## config.mk

```make
export PLATFORM = sky130hd
export DESIGN_NAME = btn_conditioner
export DESIGN_NICKNAME = d
export VERILOG_FILES = /design/src/rtl/game_pkg.sv /design/src/rtl/btn_debounce.sv /design/src/rtl/btn_conditioner.sv
export SDC_FILE = /design/constraint.sdc
export NUM_CORES = 1
export LEC_CHECK = 0
export ABC_AREA = 1
export CORE_MARGIN = 8
export CORE_UTILIZATION = 45
export DETAILED_ROUTE_END_ITERATION = 8
export PLACE_DENSITY = 0.69
export SLEW_MARGIN = 10
export SYNTH_ARGS = -nofsm -noshare
export SYNTH_HDL_FRONTEND = slang
export SYNTH_HIERARCHICAL = 1
export SYNTH_SLANG_ARGS = --single-unit
```

## constraint.sdc

```tcl
create_clock -name clk -period 2.65 [get_ports clk]
set_input_delay 0.53 -clock clk [delete_from_list [all_inputs] [get_ports clk]]
set_output_delay 0.53 -clock clk [all_outputs]
set_load 0.005 [all_outputs]
```

## src/rtl/game_pkg.sv

```systemverilog
// rtl/game_pkg.sv - shared timing defaults, debounce FSM encoding and counter sizing
package game_pkg;

  localparam int unsigned DEF_DEBOUNCE_CYC = 1000000;
  localparam int unsigned DEF_REPEAT_DLY   = 30000000;
  localparam int unsigned DEF_REPEAT_PER   = 10000000;

  typedef enum logic [1:0] {
    ST_RELEASED     = 2'd0,
    ST_PRESS_WAIT   = 2'd1,
    ST_PRESSED      = 2'd2,
    ST_RELEASE_WAIT = 2'd3
  } btn_fsm_e;

  // Wide enough to hold the largest constant itself, since the repeat counter must reach it.
  function automatic int cnt_width(input int unsigned a, input int unsigned b, input int unsigned c);
    int unsigned m;
    m = a;
    if (b > m) m = b;
    if (c > m) m = c;
    return (m < 2) ? 1 : $clog2(m + 1);
  endfunction

endpackage

```

## src/rtl/btn_debounce.sv

```systemverilog
// rtl/btn_debounce.sv - 2-flop synchronizer, 4-state debounce FSM and registered press pulse
module btn_debounce
  import game_pkg::*;
#(
  parameter int unsigned DEBOUNCE_CYC = DEF_DEBOUNCE_CYC,
  parameter int          CNT_W        = 20
) (
  input  logic clk,
  input  logic clk_rst,
  input  logic btn_raw,
  output logic level,
  output logic press_pulse
);

  localparam logic [CNT_W-1:0] LAST   = CNT_W'(DEBOUNCE_CYC - 1);
  localparam bit               SINGLE = (DEBOUNCE_CYC <= 1);

  logic             sync1_q, sync1_d;
  logic             sync2_q, sync2_d;
  btn_fsm_e         state_q, state_d;
  logic [CNT_W-1:0] cnt_q, cnt_d;
  logic [CNT_W-1:0] cnt_inc;
  logic             pulse_q, pulse_d;
  logic             level_q, level_d;

  // The cycle that leaves a stable state already counts as the first stable sample.
  always_comb begin
    sync1_d = btn_raw;
    sync2_d = sync1_q;
    state_d = state_q;
    cnt_d   = cnt_q;
    pulse_d = 1'b0;
    cnt_inc = (cnt_q == '1) ? cnt_q : cnt_q + CNT_W'(1);
    case (state_q)
      ST_RELEASED: begin
        if (sync2_q) begin
          cnt_d = '0;
          if (SINGLE) begin
            state_d = ST_PRESSED;
            pulse_d = 1'b1;
          end else begin
            state_d = ST_PRESS_WAIT;
          end
        end
      end
      ST_PRESS_WAIT: begin
        if (!sync2_q) begin
          state_d = ST_RELEASED;
        end else if (cnt_inc == LAST) begin
          state_d = ST_PRESSED;
          pulse_d = 1'b1;
        end else begin
          cnt_d = cnt_inc;
        end
      end
      ST_PRESSED: begin
        if (!sync2_q) begin
          cnt_d   = '0;
          state_d = SINGLE ? ST_RELEASED : ST_RELEASE_WAIT;
        end
      end
      ST_RELEASE_WAIT: begin
        if (sync2_q) begin
          state_d = ST_PRESSED;
        end else if (cnt_inc == LAST) begin
          state_d = ST_RELEASED;
        end else begin
          cnt_d = cnt_inc;
        end
      end
      default: state_d = ST_RELEASED;
    endcase
    level_d = (state_d == ST_PRESSED) || (state_d == ST_RELEASE_WAIT);
  end

  always_ff @(posedge clk) begin
    if (clk_rst) begin
      sync1_q <= 1'b0;
      sync2_q <= 1'b0;
      state_q <= ST_RELEASED;
      cnt_q   <= '0;
      pulse_q <= 1'b0;
      level_q <= 1'b0;
    end else begin
      sync1_q <= sync1_d;
      sync2_q <= sync2_d;
      state_q <= state_d;
      cnt_q   <= cnt_d;
      pulse_q <= pulse_d;
      level_q <= level_d;
    end
  end

  assign level       = level_q;
  assign press_pulse = pulse_q;

endmodule

```

## src/rtl/btn_conditioner.sv

```systemverilog
// rtl/btn_conditioner.sv - four debounced buttons, move arbitration and shoot auto-repeat
module btn_conditioner
  import game_pkg::*;
#(
  parameter int unsigned DEBOUNCE_CYC = DEF_DEBOUNCE_CYC,
  parameter int unsigned REPEAT_DLY   = DEF_REPEAT_DLY,
  parameter int unsigned REPEAT_PER   = DEF_REPEAT_PER
) (
  input  logic       clk,
  input  logic       clk_rst,
  input  logic       cont_btn,
  input  logic       move_rt_btn,
  input  logic       move_lft_btn,
  input  logic       shoot_btn,
  output logic       cont_pulse,
  output logic       move_rt,
  output logic       move_lft,
  output logic       shoot_pulse,
  output logic [3:0] btn_state
);

  localparam int               CNT_W   = cnt_width(DEBOUNCE_CYC, REPEAT_DLY, REPEAT_PER);
  localparam logic [CNT_W-1:0] DLY_CNT = CNT_W'(REPEAT_DLY);
  localparam logic [CNT_W-1:0] PER_CNT = CNT_W'(REPEAT_PER);

  logic [3:0] raw_vec;
  logic [3:0] lvl_vec;
  logic [3:0] pulse_vec;
  logic       shoot_lvl;
  logic       unused_move_pulses;

  assign raw_vec = {cont_btn, move_rt_btn, move_lft_btn, shoot_btn};

  for (genvar i = 0; i < 4; i++) begin : g_btn
    btn_debounce #(
      .DEBOUNCE_CYC(DEBOUNCE_CYC),
      .CNT_W       (CNT_W)
    ) u_debounce (
      .clk        (clk),
      .clk_rst    (clk_rst),
      .btn_raw    (raw_vec[i]),
      .level      (lvl_vec[i]),
      .press_pulse(pulse_vec[i])
    );
  end

  assign shoot_lvl          = lvl_vec[0];
  assign unused_move_pulses = ^pulse_vec[2:1];

  logic [CNT_W-1:0] rep_cnt_q, rep_cnt_d;
  logic             rep_per_q, rep_per_d;
  logic [CNT_W-1:0] rep_target;
  logic             rep_hit;

  // rep_cnt counts cycles since the last shoot pulse; gating by the level blocks a pulse on release.
  always_comb begin
    rep_target = rep_per_q ? PER_CNT : DLY_CNT;
    rep_hit    = shoot_lvl && (rep_cnt_q == rep_target);
    rep_per_d  = rep_per_q;
    if (!shoot_lvl) begin
      rep_cnt_d = '0;
      rep_per_d = 1'b0;
    end else if (rep_hit) begin
      rep_cnt_d = CNT_W'(1);
      rep_per_d = 1'b1;
    end else begin
      rep_cnt_d = (rep_cnt_q == '1) ? rep_cnt_q : rep_cnt_q + CNT_W'(1);
    end
  end

  always_ff @(posedge clk) begin
    if (clk_rst) begin
      rep_cnt_q <= '0;
      rep_per_q <= 1'b0;
    end else begin
      rep_cnt_q <= rep_cnt_d;
      rep_per_q <= rep_per_d;
    end
  end

  assign cont_pulse  = pulse_vec[3];
  assign move_rt     = lvl_vec[2] & ~lvl_vec[1];
  assign move_lft    = lvl_vec[1] & ~lvl_vec[2];
  assign shoot_pulse = pulse_vec[0] | rep_hit;
  assign btn_state   = lvl_vec;

endmodule

```

## Word level (Yosys, flattened, before mapping)

Index checks and enable logic that the tools add are counted.

- $add $sub $neg: 5
- Equality and inequality tests: 47
- Muxes and demuxes: 61
- Bitwise operators: 10
- Reductions and logical operators: 17

Operator list:

| kind | number |
|---|---|
| $mux 25 | 25 |
| $pmux 25 s4 | 4 |
| $add 25x1->25 const B | 5 |
| $eq 25x25->1 const B | 5 |
| $eq 25x20->1 const B | 4 |
| $mux 2 | 24 |
| $eq 2x2->1 const B | 16 |
| $pmux 2 s4 | 4 |
| $eq 25x25->1 | 1 |
| $ne 2x2->1 const B | 9 |
| $ne 2x1->1 const B | 8 |
| $reduce_and 4->1 | 4 |
| $reduce_or 3->1 | 3 |
| $eq 2x1->1 const B | 4 |
| $logic_not 2->1 | 4 |
| $not 1->1 | 7 |
| $logic_or 1x1->1 | 4 |
| $mux 1 | 4 |
| $and 1x1->1 | 2 |
| $reduce_or 2->1 | 1 |
| $logic_and 1x1->1 | 1 |
| $or 1x1->1 | 1 |

- Register bits after elaboration: 148
- Bits of input ports: 6
- Output and inout port bits: 8
- Logic and storage cells: 165

## Longest topological paths before layout

- Depth in word-level cells: 8
- Depth in mapped cells: 18
- Gate-level depth less buffers: 16

## Modules after synthesis

The synthesis kept the hierarchy.

By module, submodules not included:

| module | instances | cells each | area an instance (µm²) | seq. area each (µm²) |
|---|---|---|---|---|
| btn_debounce at g_btn[0].u_debounce ... | 3 | 386 | 2,372.3 | 600.6 |
| btn_debounce at g_btn[3].u_debounce | 1 | 388 | 2,379.8 | 620.6 |
| btn_conditioner | 1 | 268 | 1,660.3 | 520.5 |

## Worst setup path after synthesis

Ideal clock, no wire load.

- Path type: register to register
- From: register g_btn[3].u_debounce.cnt_q[0]
- To: register g_btn[3].u_debounce.cnt_q[20]
- Library setup time: 0.115 ns
- Arrival time: 2.069 ns
- Required time: 2.535 ns
- Slack: 0.466 ns
- Cell stages (with the launch flop): 18
- Buffers on the path: 3
- Clock period less this slack: 2.184 ns
- Cell sequence: dfxtp_1 -> ha_1 -> buf_2 -> inv_2 -> nor2_4 -> nand2_4 -> nor2_8 -> nand2_4 -> buf_6 -> nand3_1 -> nor2_1 -> nand3_1 -> nor2_2 -> nand2_4 -> buf_6 -> nand3_2 -> nand2_1 -> nor2_1

- Longest elaborated chain between the ends: 6
- Elaborated cells between the ends (all ways): 8
- Those cells by class: add/sub (1); eq/ne (2); mux (5)

RTL lines:

| item | line | text |
|---|---|---|
| start: declaration | btn_debounce.sv:21 | `logic [CNT_W-1:0] cnt_q, cnt_d;` |
| start signal: assignment | btn_debounce.sv:88 | `cnt_q <= cnt_d;` |
| $add 25x1->25 or $eq 25x25->1 (tied branches) | btn_debounce.sv:33 | `cnt_inc = (cnt_q == '1) ? cnt_q : cnt_q + CNT_W'(1);` |
| $mux 25 * | btn_debounce.sv:33 |  |
| $eq 25x20->1 | btn_debounce.sv:49, btn_debounce.sv:65 |  |
| $mux 25 * | btn_debounce.sv:49, btn_debounce.sv:65 |  |
| $mux 25 (on tied branches) | btn_debounce.sv:63, btn_debounce.sv:47 |  |
| $pmux 25 s4 * | btn_debounce.sv:34 | `case (state_q)` |

Mark *: on every way between the ends. The rest lies on a longest branch, timed or not. The select of a mux whose other input is x is not followed.
A chain may end at the register's enable or synchronous reset.

## Final worst setup path

- From: register g_btn[2].u_debounce.cnt_q[8]
- To: register g_btn[2].u_debounce.cnt_q[16]

- Longest elaborated chain between the ends: 6
- Elaborated cells between the ends (all ways): 8
- Those cells by class: add/sub (1); eq/ne (2); mux (5)

RTL lines:

| item | line |
|---|---|
| start: declaration | btn_debounce.sv:21 |
| start signal: assignment | btn_debounce.sv:88 |
| $add 25x1->25 or $eq 25x25->1 (tied branches) | btn_debounce.sv:33 |
| $mux 25 * | btn_debounce.sv:33 |
| $eq 25x20->1 | btn_debounce.sv:49, btn_debounce.sv:65 |
| $mux 25 * | btn_debounce.sv:49, btn_debounce.sv:65 |
| $mux 25 (on tied branches) | btn_debounce.sv:63, btn_debounce.sv:47 |
| $pmux 25 s4 * | btn_debounce.sv:34 |

Marked as above.

==> impl_metrics.json <==
{
  "outcome": "complete, no violations",
  "finalHoldViolCount": 0,
  "drive_gt1_share_pct": 13.8,
  "num_io_pins": 14,
  "wl_met2_um": 12400,
  "ys_warn_count": 6,
  "synth.avg_cell_area_sq_um": 6.14,
  "drt-pass1-iter-count": 6,
  "placement_rows": 57,
  "cts_sinks": 145,
  "area_growth_pct": 10.6,
  "placed_cell_area_sq_um": 11600,
  "die_x_um": 173,
  "grt_usage_pct": 18.5,
  "place_ws_ps": 115,
  "insertedDiodeCount": 0,
  "maxCapViolations": 0,
  "drv_slew": 0,
  "p_total_uw": 5300,
  "hold_class": "reg2reg",
  "start_util_pct": 45.8,
  "chipHeight_um": 173,
  "wl_met1_um": 13200,
  "tightest_slew_ps": 744,
  "cp.arrival_ps": 2760,
  "worstPathRequired_ps": 2970,
  "cp-end-kind": "flop",
  "drc": 0,
  "grt_max_degree": 52,
  "clock_latency_ps": 430,
  "syn_area_sq_um": 11100,
  "finalSetupTns_ps": 0,
  "top_layer": "met4",
  "max-vdd-ir-drop_uv": 379,
  "p_leak_uw": 0.00491,
  "grt_pass1_vias": 10342,
  "place_congestion": 0.898,
  "htree_num_levels": 4,
  "wl_per_cell_um": 12.7,
  "crit_path_start_kind": "flop",
  "grt_pass1_wl_um": 48100,
  "crit_fanout": 33,
  "finalCritPeriodShare_pct": 92.2,
  "clk_path_buf_depth": 2,
  "max_freq_mhz": 409,
  "final_nets": 1820,
  "grt_overflow": 0,
  "hold_depth": 2,
  "p_per_area_nw_per_um2": 431,
  "netlist_instances": 1808,
  "via_count": 11056,
  "post-route-min-period_ps": 2440,
  "via_per_inst": 5.15,
  "ff2ff_path_depth": 14,
  "cts_buffers": 17,
  "criticalPathCategory": "reg2reg",
  "port_buffers": 13,
  "dpl.hpwl_um": 19600,
  "rsz0062_at_grt": "no",
  "cts_tree": "done",
  "slew_headroom_pct": 50.3,
  "root_buffer": "clkbuf_16",
  "fin_ws_ps": 207,
  "clkTransAtPathRegs_ps": 70,
  "die_area_sq_um": 29900,
  "whs_ps": 404,
  "core_sq_um": 24200,
  "setup_viol": 0,
  "wirelength_um": 27300,
  "drtIter0Drc": 827,
  "final_area_sq_um": 12300,
  "ctsHoldBuffers": 0,
  "dr_wl_met3_um": 1330,
  "antenna_found_initial": 0,
  "clock_skew_ps": 7.67,
  "syn-num-nets": 1820,
  "drtAntennaViolNets": 0
}
==> cell usage in the layout (no fill, tap or decap), drive strengths merged <==
master         count
o21a               3
a21o               1
bufinv             2
o21ai             40
a21oi            109
buf               39
nor3              15
nand3            230
nand2            571
dlymetal6s2s       1
xor2              29
clkbuf            18
xnor2             18
inv              145
nand3b             9
clkdlybuf4s50     12
o21bai             8
clkinv            11
clkinvlp           3
nor2             377
nand4             29
ha                 6
dfxtp            145
==> worst paths after layout <==
check,startpoint,end,slack [ps]
worst min-delay path,g_btn[3].u_debounce/sync1_q,g_btn[3].u_debounce/sync2_q,400
worst max-delay path,g_btn[2].u_debounce/cnt_q[8],g_btn[2].u_debounce/cnt_q[16],210
worst min register to register,g_btn[3].u_debounce/sync1_q,g_btn[3].u_debounce/sync2_q,400
worst max register to register,g_btn[2].u_debounce/cnt_q[8],g_btn[2].u_debounce/cnt_q[16],210
==> power breakdown <==
group	switching [uW]	internal (uW)	total (uW)
sequential	108	2260	2370
clock	1030	1420	2450
combinational	277	197	475
==> worst max-delay path, stage by stage (launching register included) <==
cell     delay [ps]
dfxtp_1         430
nand2_1         140
nor2_1          230
nand2_2         150
nor2_8          140
nand2_4         160
nand2_1         130
nand2_1          70
nor2_1          130
nand3_1         100
nor2_2          140
nand2_4          90
buf_12          170
a21oi_1         170
nor2_1           70
==> layer usage <==
metal | GRT usage, % | up-vias
met5 | 0 | -
met4 | 6.18 | 0
met3 | 3.01 | 41
met2 | 29.8 | 257
met1 | 24.8 | 5009
li1 | - | 5749
==> repair_timing <==
item,4_1_cts,5_1_grt
pin swaps,1,1
resized for setup,1,15
endpoints found under the hold margin,0,0
buffers inserted,1,0
setup endpoints to repair,1,102
==> metrics by stage <==
stage / instances / util (%)
finish: 2145 / 50.6
global route: 2145 / 50.6
CTS: 2145 / 50.4
detailed placement: 2112 / 47.9
global placement: 2112 / 47.9
floorplan: 1808 / -
==> final cells by class <==
cell class | count | area, sq um
fill | 2476 | 12000
multi-input combinational | 1445 | 7290
sequential | 145 | 2910
inverter | 147 | 553
timing repair buffer | 52 | 538
clock buffer | 18 | 439
tap | 324 | 405
clock inverter | 14 | 154
==> flip-flops by register name, summed over array words and instances, names as in the netlist <==
name and cells:
g_btn.u_debounce/cnt_q 100, rep_cnt_q 25, g_btn.u_debounce/state_q 8, g_btn.u_debounce/sync1_q 4, g_btn.u_debounce/sync2_q 4, g_btn.u_debounce/press_pulse 2, g_btn.u_debounce/level 1, rep_per_q 1
Power figures use the tool's default switching activity.
